===== config.mk =====
export PLATFORM = sky130hd
export DESIGN_NAME = axi_ring_wr_dma
export DESIGN_NICKNAME = d
export VERILOG_FILES = /design/src/rtl/axi_ring_wr_dma.sv
export SDC_FILE = /design/constraint.sdc
export NUM_CORES = 2
export LEC_CHECK = 0
export ABC_CLOCK_PERIOD_IN_PS = 4500
export CAP_MARGIN = 20
export CELL_PAD_IN_SITES_DETAIL_PLACEMENT = 0
export CELL_PAD_IN_SITES_GLOBAL_PLACEMENT = 1
export CORE_ASPECT_RATIO = 0.8
export CORE_MARGIN = 8
export CORE_UTILIZATION = 55
export DETAILED_ROUTE_END_ITERATION = 16
export PLACE_DENSITY_LB_ADDON = 0.05
export SLEW_MARGIN = 25
export SYNTH_ARGS = -nofsm -noshare
export SYNTH_HDL_FRONTEND = slang
export SYNTH_SLANG_ARGS = --single-unit

===== constraint.sdc =====
create_clock -name clk -period 4.5 [get_ports clk]
set_clock_uncertainty 0.2 [all_clocks]
set_input_delay 0.675 -clock clk [delete_from_list [all_inputs] [get_ports clk]]
set_output_delay 0.675 -clock clk [all_outputs]
set_load 0.03 [all_outputs]

===== src/rtl/axi_ring_wr_dma.sv =====
// axi_ring_wr_dma
//   AXI3 write-burst master that drains a sample stream into a ring buffer
//   in DDR. Samples land in a first-word-fall-through FIFO; whenever at least
//   one full burst is buffered, the FSM issues an INCR burst at base+acnt.
//   After the write response, acnt advances by one burst and wraps at size.
//   A rising edge on en restarts the ring at offset 0 and clears the FIFO,
//   the counters and the sticky error flag.
// Ports
//   clk, nrst              clock, asynchronous active-low reset
//   en                     capture enable (rising edge = restart)
//   base, size             ring base byte address and ring size in bytes
//   s_data/s_valid/s_ready sample input
//   aw*, w*, b*            AXI3 write address / data / response channels
//   acnt, bcnt             next-burst byte offset, ring wrap count
//   ovf_cnt                dropped samples (saturating)
//   resp_err               sticky non-OKAY write response since last start
//   busy                   burst in flight
module axi_ring_wr_dma #(
    parameter int          DW         = 32,
    parameter int          BURST      = 16,
    parameter int          FIFO_DEPTH = 64,
    parameter logic [5:0]  AXI_ID     = 6'd0
) (
    input  logic            clk,
    input  logic            nrst,
    input  logic            en,
    input  logic [31:0]     base,
    input  logic [23:0]     size,
    input  logic [DW-1:0]   s_data,
    input  logic            s_valid,
    output logic            s_ready,
    output logic [31:0]     awaddr,
    output logic [3:0]      awlen,
    output logic [2:0]      awsize,
    output logic [1:0]      awburst,
    output logic [5:0]      awid,
    output logic            awvalid,
    input  logic            awready,
    output logic [DW-1:0]   wdata,
    output logic [DW/8-1:0] wstrb,
    output logic            wlast,
    output logic            wvalid,
    input  logic            wready,
    input  logic [1:0]      bresp,
    input  logic            bvalid,
    output logic            bready,
    output logic [23:0]     acnt,
    output logic [31:0]     bcnt,
    output logic [15:0]     ovf_cnt,
    output logic            resp_err,
    output logic            busy
);

    // state  | meaning
    // IDLE   | waiting for en and a full burst in the FIFO
    // AW     | address phase, awvalid held until awready
    // W      | streaming BURST beats from the FIFO head
    // B      | waiting for the write response, then advance the ring
    localparam logic [1:0] S_IDLE = 2'd0;
    localparam logic [1:0] S_AW   = 2'd1;
    localparam logic [1:0] S_W    = 2'd2;
    localparam logic [1:0] S_B    = 2'd3;

    localparam int BYTES = BURST * DW / 8;
    localparam int PW    = $clog2(FIFO_DEPTH);
    localparam int LW    = PW + 1;
    localparam int BW    = (BURST > 1) ? $clog2(BURST) : 1;

    logic [1:0]    state;
    logic          en_q;
    logic          start;
    logic [DW-1:0] mem [FIFO_DEPTH];
    logic [LW-1:0] wr_ptr;
    logic [LW-1:0] rd_ptr;
    logic [LW-1:0] level;
    logic [LW-1:0] level_nxt;
    logic          full_q;
    logic          push;
    logic          pop;
    logic [BW-1:0] beat_left;
    logic [24:0]   acnt_nxt;

    assign start     = en & ~en_q;
    assign s_ready   = en & ~full_q;
    assign push      = s_valid & s_ready;
    assign pop       = wvalid & wready;
    assign level     = wr_ptr - rd_ptr;
    assign level_nxt = level + LW'(push) - LW'(pop);
    assign acnt_nxt  = {1'b0, acnt} + 25'(BYTES);

    assign awlen   = 4'(BURST - 1);
    assign awsize  = 3'($clog2(DW / 8));
    assign awburst = 2'b01;
    assign awid    = AXI_ID;
    assign wstrb   = '1;
    assign wvalid  = (state == S_W);
    assign wlast   = wvalid && (beat_left == '0);
    assign bready  = (state == S_B);
    assign busy    = (state != S_IDLE);
    // Gated so the data bus reads zero outside the W phase.
    assign wdata   = wvalid ? mem[rd_ptr[PW-1:0]] : '0;

    always_ff @(posedge clk or negedge nrst) begin
        if (!nrst) begin
            en_q <= 1'b0;
        end else begin
            en_q <= en;
        end
    end

    // A sample accepted in the restart cycle lands in slot 0 of the
    // freshly cleared FIFO.
    always_ff @(posedge clk) begin
        if (push) begin
            mem[start ? '0 : wr_ptr[PW-1:0]] <= s_data;
        end
    end

    always_ff @(posedge clk or negedge nrst) begin
        if (!nrst) begin
            wr_ptr <= '0;
            rd_ptr <= '0;
            full_q <= 1'b0;
        end else if (start) begin
            wr_ptr <= {{PW{1'b0}}, push};
            rd_ptr <= '0;
            full_q <= 1'b0;
        end else begin
            if (push) wr_ptr <= wr_ptr + LW'(1);
            if (pop)  rd_ptr <= rd_ptr + LW'(1);
            full_q <= (level_nxt == LW'(FIFO_DEPTH));
        end
    end

    always_ff @(posedge clk or negedge nrst) begin
        if (!nrst) begin
            ovf_cnt <= '0;
        end else if (start) begin
            ovf_cnt <= '0;
        end else if (s_valid && en && full_q && (ovf_cnt != 16'hFFFF)) begin
            ovf_cnt <= ovf_cnt + 16'd1;
        end
    end

    always_ff @(posedge clk or negedge nrst) begin
        if (!nrst) begin
            state     <= S_IDLE;
            awaddr    <= '0;
            awvalid   <= 1'b0;
            beat_left <= '0;
            acnt      <= '0;
            bcnt      <= '0;
            resp_err  <= 1'b0;
        end else begin
            case (state)
                S_IDLE: begin
                    // No launch in the restart cycle: level still reflects
                    // the FIFO contents that are being discarded.
                    if (en && !start && (level >= LW'(BURST))) begin
                        awaddr  <= base + {8'd0, acnt};
                        awvalid <= 1'b1;
                        state   <= S_AW;
                    end
                end
                S_AW: begin
                    if (awready) begin
                        awvalid   <= 1'b0;
                        beat_left <= BW'(BURST - 1);
                        state     <= S_W;
                    end
                end
                S_W: begin
                    if (wready) begin
                        if (beat_left == '0) begin
                            state <= S_B;
                        end else begin
                            beat_left <= beat_left - BW'(1);
                        end
                    end
                end
                default: begin
                    if (bvalid) begin
                        state <= S_IDLE;
                        if (bresp != 2'b00) resp_err <= 1'b1;
                        // Also covers size smaller than one burst (incl. 0):
                        // offset stays 0 and every burst counts as a wrap.
                        if (acnt_nxt >= {1'b0, size}) begin
                            acnt <= '0;
                            bcnt <= bcnt + 32'd1;
                        end else begin
                            acnt <= acnt_nxt[23:0];
                        end
                    end
                end
            endcase
            if (start) begin
                acnt     <= '0;
                bcnt     <= '0;
                resp_err <= 1'b0;
            end
        end
    end

endmodule


==> results.cfg <==
[setup_path]
path_cells = buf_6 > buf_12 > buf_16 > buf_8 > mux4_2 > mux4_2 > mux4_2 > and2_4 > buf_6
end_kind = output port
path_delay_family = multiplexers
cpMaxStageDelayCell = mux4_2
cpMostUsedCell = mux4_2
worst-path-buf-inv = 5
start_kind = register
cp.required_ns = 3.62
critPathKind = reg2out
worstPathArrival_ns = 3.88
worstPathMaxFanout = 7
cpPeakStageDelay_ns = 0.60

[yosys]
yosys.area.top_type_share_pct = 71.5
seq_area_frac_synth_pct = 75.1
async_flop_share_pct = 5.62
synthMostInstantiatedCell = edfxtp_1
synth_top_family_by_area = multiplexers
synth_area_mm2 = 0.0860
synth_common_cells = edfxtp_1, mux4_2, nor2_1, dfrtp_1, clkbuf_1
synth.avg_cell_area_um2 = 21.9
synthCells = 3924
synth_ff_type = edfxtp_1
synth_seq_cells = 2170
synth_top_cell_by_area = edfxtp_1
synth.distinct_cells = 64
synthMuxAreaShare_pct = 17.7
synthXorXnorAreaFrac_pct = 0.662
synth_adder_area_share_pct = 0.949
synth_compound_area_share_pct = 1.71
synth_enable_flop_cells = 2048
synth_warnings = 0
synth-simple-area-share_pct = 2.39
synth.area.top_cells = edfxtp_1, mux4_2, dfrtp_1

[clocking]
clock_path_buffers = 3
numCtsBuffers = 201
cts_tree = built
clk_latency_ns = 0.83
path_clk_slew_ns = 0.06
clockRootBuffer = clkbuf_16
cts.sinks = 2170
htree_levels = 4

[route]
viasPerCell = 6.56
wire_per_inst_um = 35.8
vias = 43900
antenna_left = 0
wl_mm = 239
initialDrtViolationCount = 5928
drc_errors = 0
firstDrtPassIters = 6

[hold_path]
hold_path.class = in2reg

[global_route]
grt.busiest_layer = met2
use_met1_pct = 41.0
track_usage_pct = 27.9
grt_antenna_before_repair = 13
overflow = 0
grt_first_pass_wirelength_mm = 333
met3_usage_pct = 6.02
grt_max_degree = 76
grt_pass1_vias = 43000
use_met2_pct = 43.2

[floorplanning]
dieArea_mm2 = 0.169
die_w_um = 458
start_util_pct = 55.5
die_y_um = 370
rows = 129
coreArea_mm2 = 0.155
io-pin-count = 259

[placement]
port_buffers = 233
finalWeightedCongestion = 0.820
dp_hpwl_mm = 135
place_inst = 6230
place_area_mm2 = 0.0929

[timing]
grt_setup_unrepaired = yes
layout_setup_ws_ns = -0.255
finalSetupViolCount = 32
max_slew.worst_pin.slew_ns = 1.05
slew_viol_final = 0
min_period_ns = 4.76
final_hold_viol_count = 0
period_share_pct = 106
max_freq_ghz = 0.210
relSlewSlack_pct = 30.0

[run_status]
status = finished with violations
violations = setup timing

[final_layout]
stdcell_count = 6686
design_area_mm2 = 0.102
layout-drive-gt1-share_pct = 31.4
nets = 4647
area_growth_pct = 18.5

[power]
ir_worst_vdd_mv = 0.333
powerDensity_mw_per_mm2 = 515
leakagePower_uw = 0.0327

[run]
maxCapViolCount = 0
## layout by cell type (no fill, tap or decap), drive strengths merged, types with 32 or more instances in the layout
cell	synthesis	routed
edfxtp	2048	2048
mux4	672	672
buf	111	362
clkbuf	106	274
clkdlybuf4s50	0	168
nor2	128	128
dfrtp	122	122
nand2	105	105
o21ai	95	95
clkinv	1	77
inv	56	64
ha	62	62
nand3	51	51
and2	40	40
a21oi	35	35
xnor2	33	33
nand4	33	33
xor2	32	32
## cell type report
type	instances	area (um2)
flip-flops and latches	2170	64600
fillers	10100	53100
multi-input cells	1504	20900
repair buffers	552	7000
clock buffers	253	5440
well taps	2030	2540
clock inverters	116	1260
inverters	57	223
diodes	4	10.0
## state kept, by name (all words and copies together) (netlist names), 2 cells and up
name and cells:
awaddr 32, rd_ptr 7, state 2, mem 2048, ovf_cnt 16, acnt 18, beat_left 4, bcnt 32
wr_ptr 7
## worst reg2reg max path: stages, from the launching register on
cell and delay (ns):
dfrtp_4 0.47, buf_12 0.16, buf_16 0.19, buf_4 0.16, buf_4 0.10, ha_1 0.15
inv_2 0.05, fa_1 0.44, a21o_1 0.20, a211oi_1 0.32, nor2_1 0.11, ha_1 0.22
and4_1 0.20, a31oi_2 0.33, or2_4 0.28, buf_12 0.22, mux2_1 0.36
## per-stage QoR
| stage | TNS [ns] | util, % | setup WS (ns) | total power, uW | hold slack (ns) |
|---|---|---|---|---|---|
| after floorplan | 0 | - | 0.258 | 30200 | 0.179 |
| after global placement | 0 | 60.0 | 0.411 | 33700 | 0.271 |
| after detailed placement | 0 | 60.0 | 0.416 | 33800 | 0.275 |
| after CTS | -9.44 | 65.1 | -0.364 | 52100 | 0.182 |
| after global routing | -9.04 | 65.8 | -0.324 | 54200 | 0.0193 |
| final | -6.48 | 65.8 | -0.255 | 52500 | 0.0564 |
## routing by layer
| metal | vias to the layer above | routed length (um) |
|---|---|---|
| met1 | 23600 | 96200 |
| met5 | - | 36 |
| met3 | 352 | 24400 |
| li1 | 17600 | - |
| met2 | 2278 | 112000 |
| met4 | 6 | 6300 |
## report_power, final
group | leakage [uW] | total, uW | switching, uW | internal, uW
Clock | 0.00328 | 17400 | 7430 | 9990
Combinational | 0.00942 | 12400 | 5980 | 6430
Sequential | 0.0200 | 22600 | 221 | 22400
## path summary, 6_finish.rpt
| check | from | to | slack [ns] | cells past startpoint |
|---|---|---|---|---|
| max | rd_ptr[0] | wdata[26] | -0.26 | 9 |
| min | s_data[16] | mem[41][16] | 0.06 | 1 |
| max reg2reg | rd_ptr[0] | awaddr[4] | 0.21 | 16 |
| min reg2reg | awaddr[24] | awaddr[24] | 0.28 | 2 |
| max in group asynchronous | nrst | rd_ptr[1] | 2.80 | 3 |
| min in group asynchronous | nrst | awaddr[8] | 0.29 | 2 |
## cells by family after synthesis
| kind of cell | Yosys count |
|---|---|
| and+or+nand+nor | 431 |
| AOI/OAI and AO/OA | 235 |
| DFF | 2170 |
| adders and majority gates | 64 |
| xor gates and xnor gates | 65 |
| other | 2 |
| muxes | 683 |
| buffers and inverters | 274 |
## timing repair
item | in CTS | in global routing
buffers inserted | 23 | 16
hold buffers | 1 | 0
resized for setup | 72 | 86
endpoints found under the hold margin | 57 | 0
pin swaps | 0 | 1
setup endpoints to repair | 32 | 37
gates cloned | 24 | 22
Note: power is estimated with default switching activity, not from simulation.
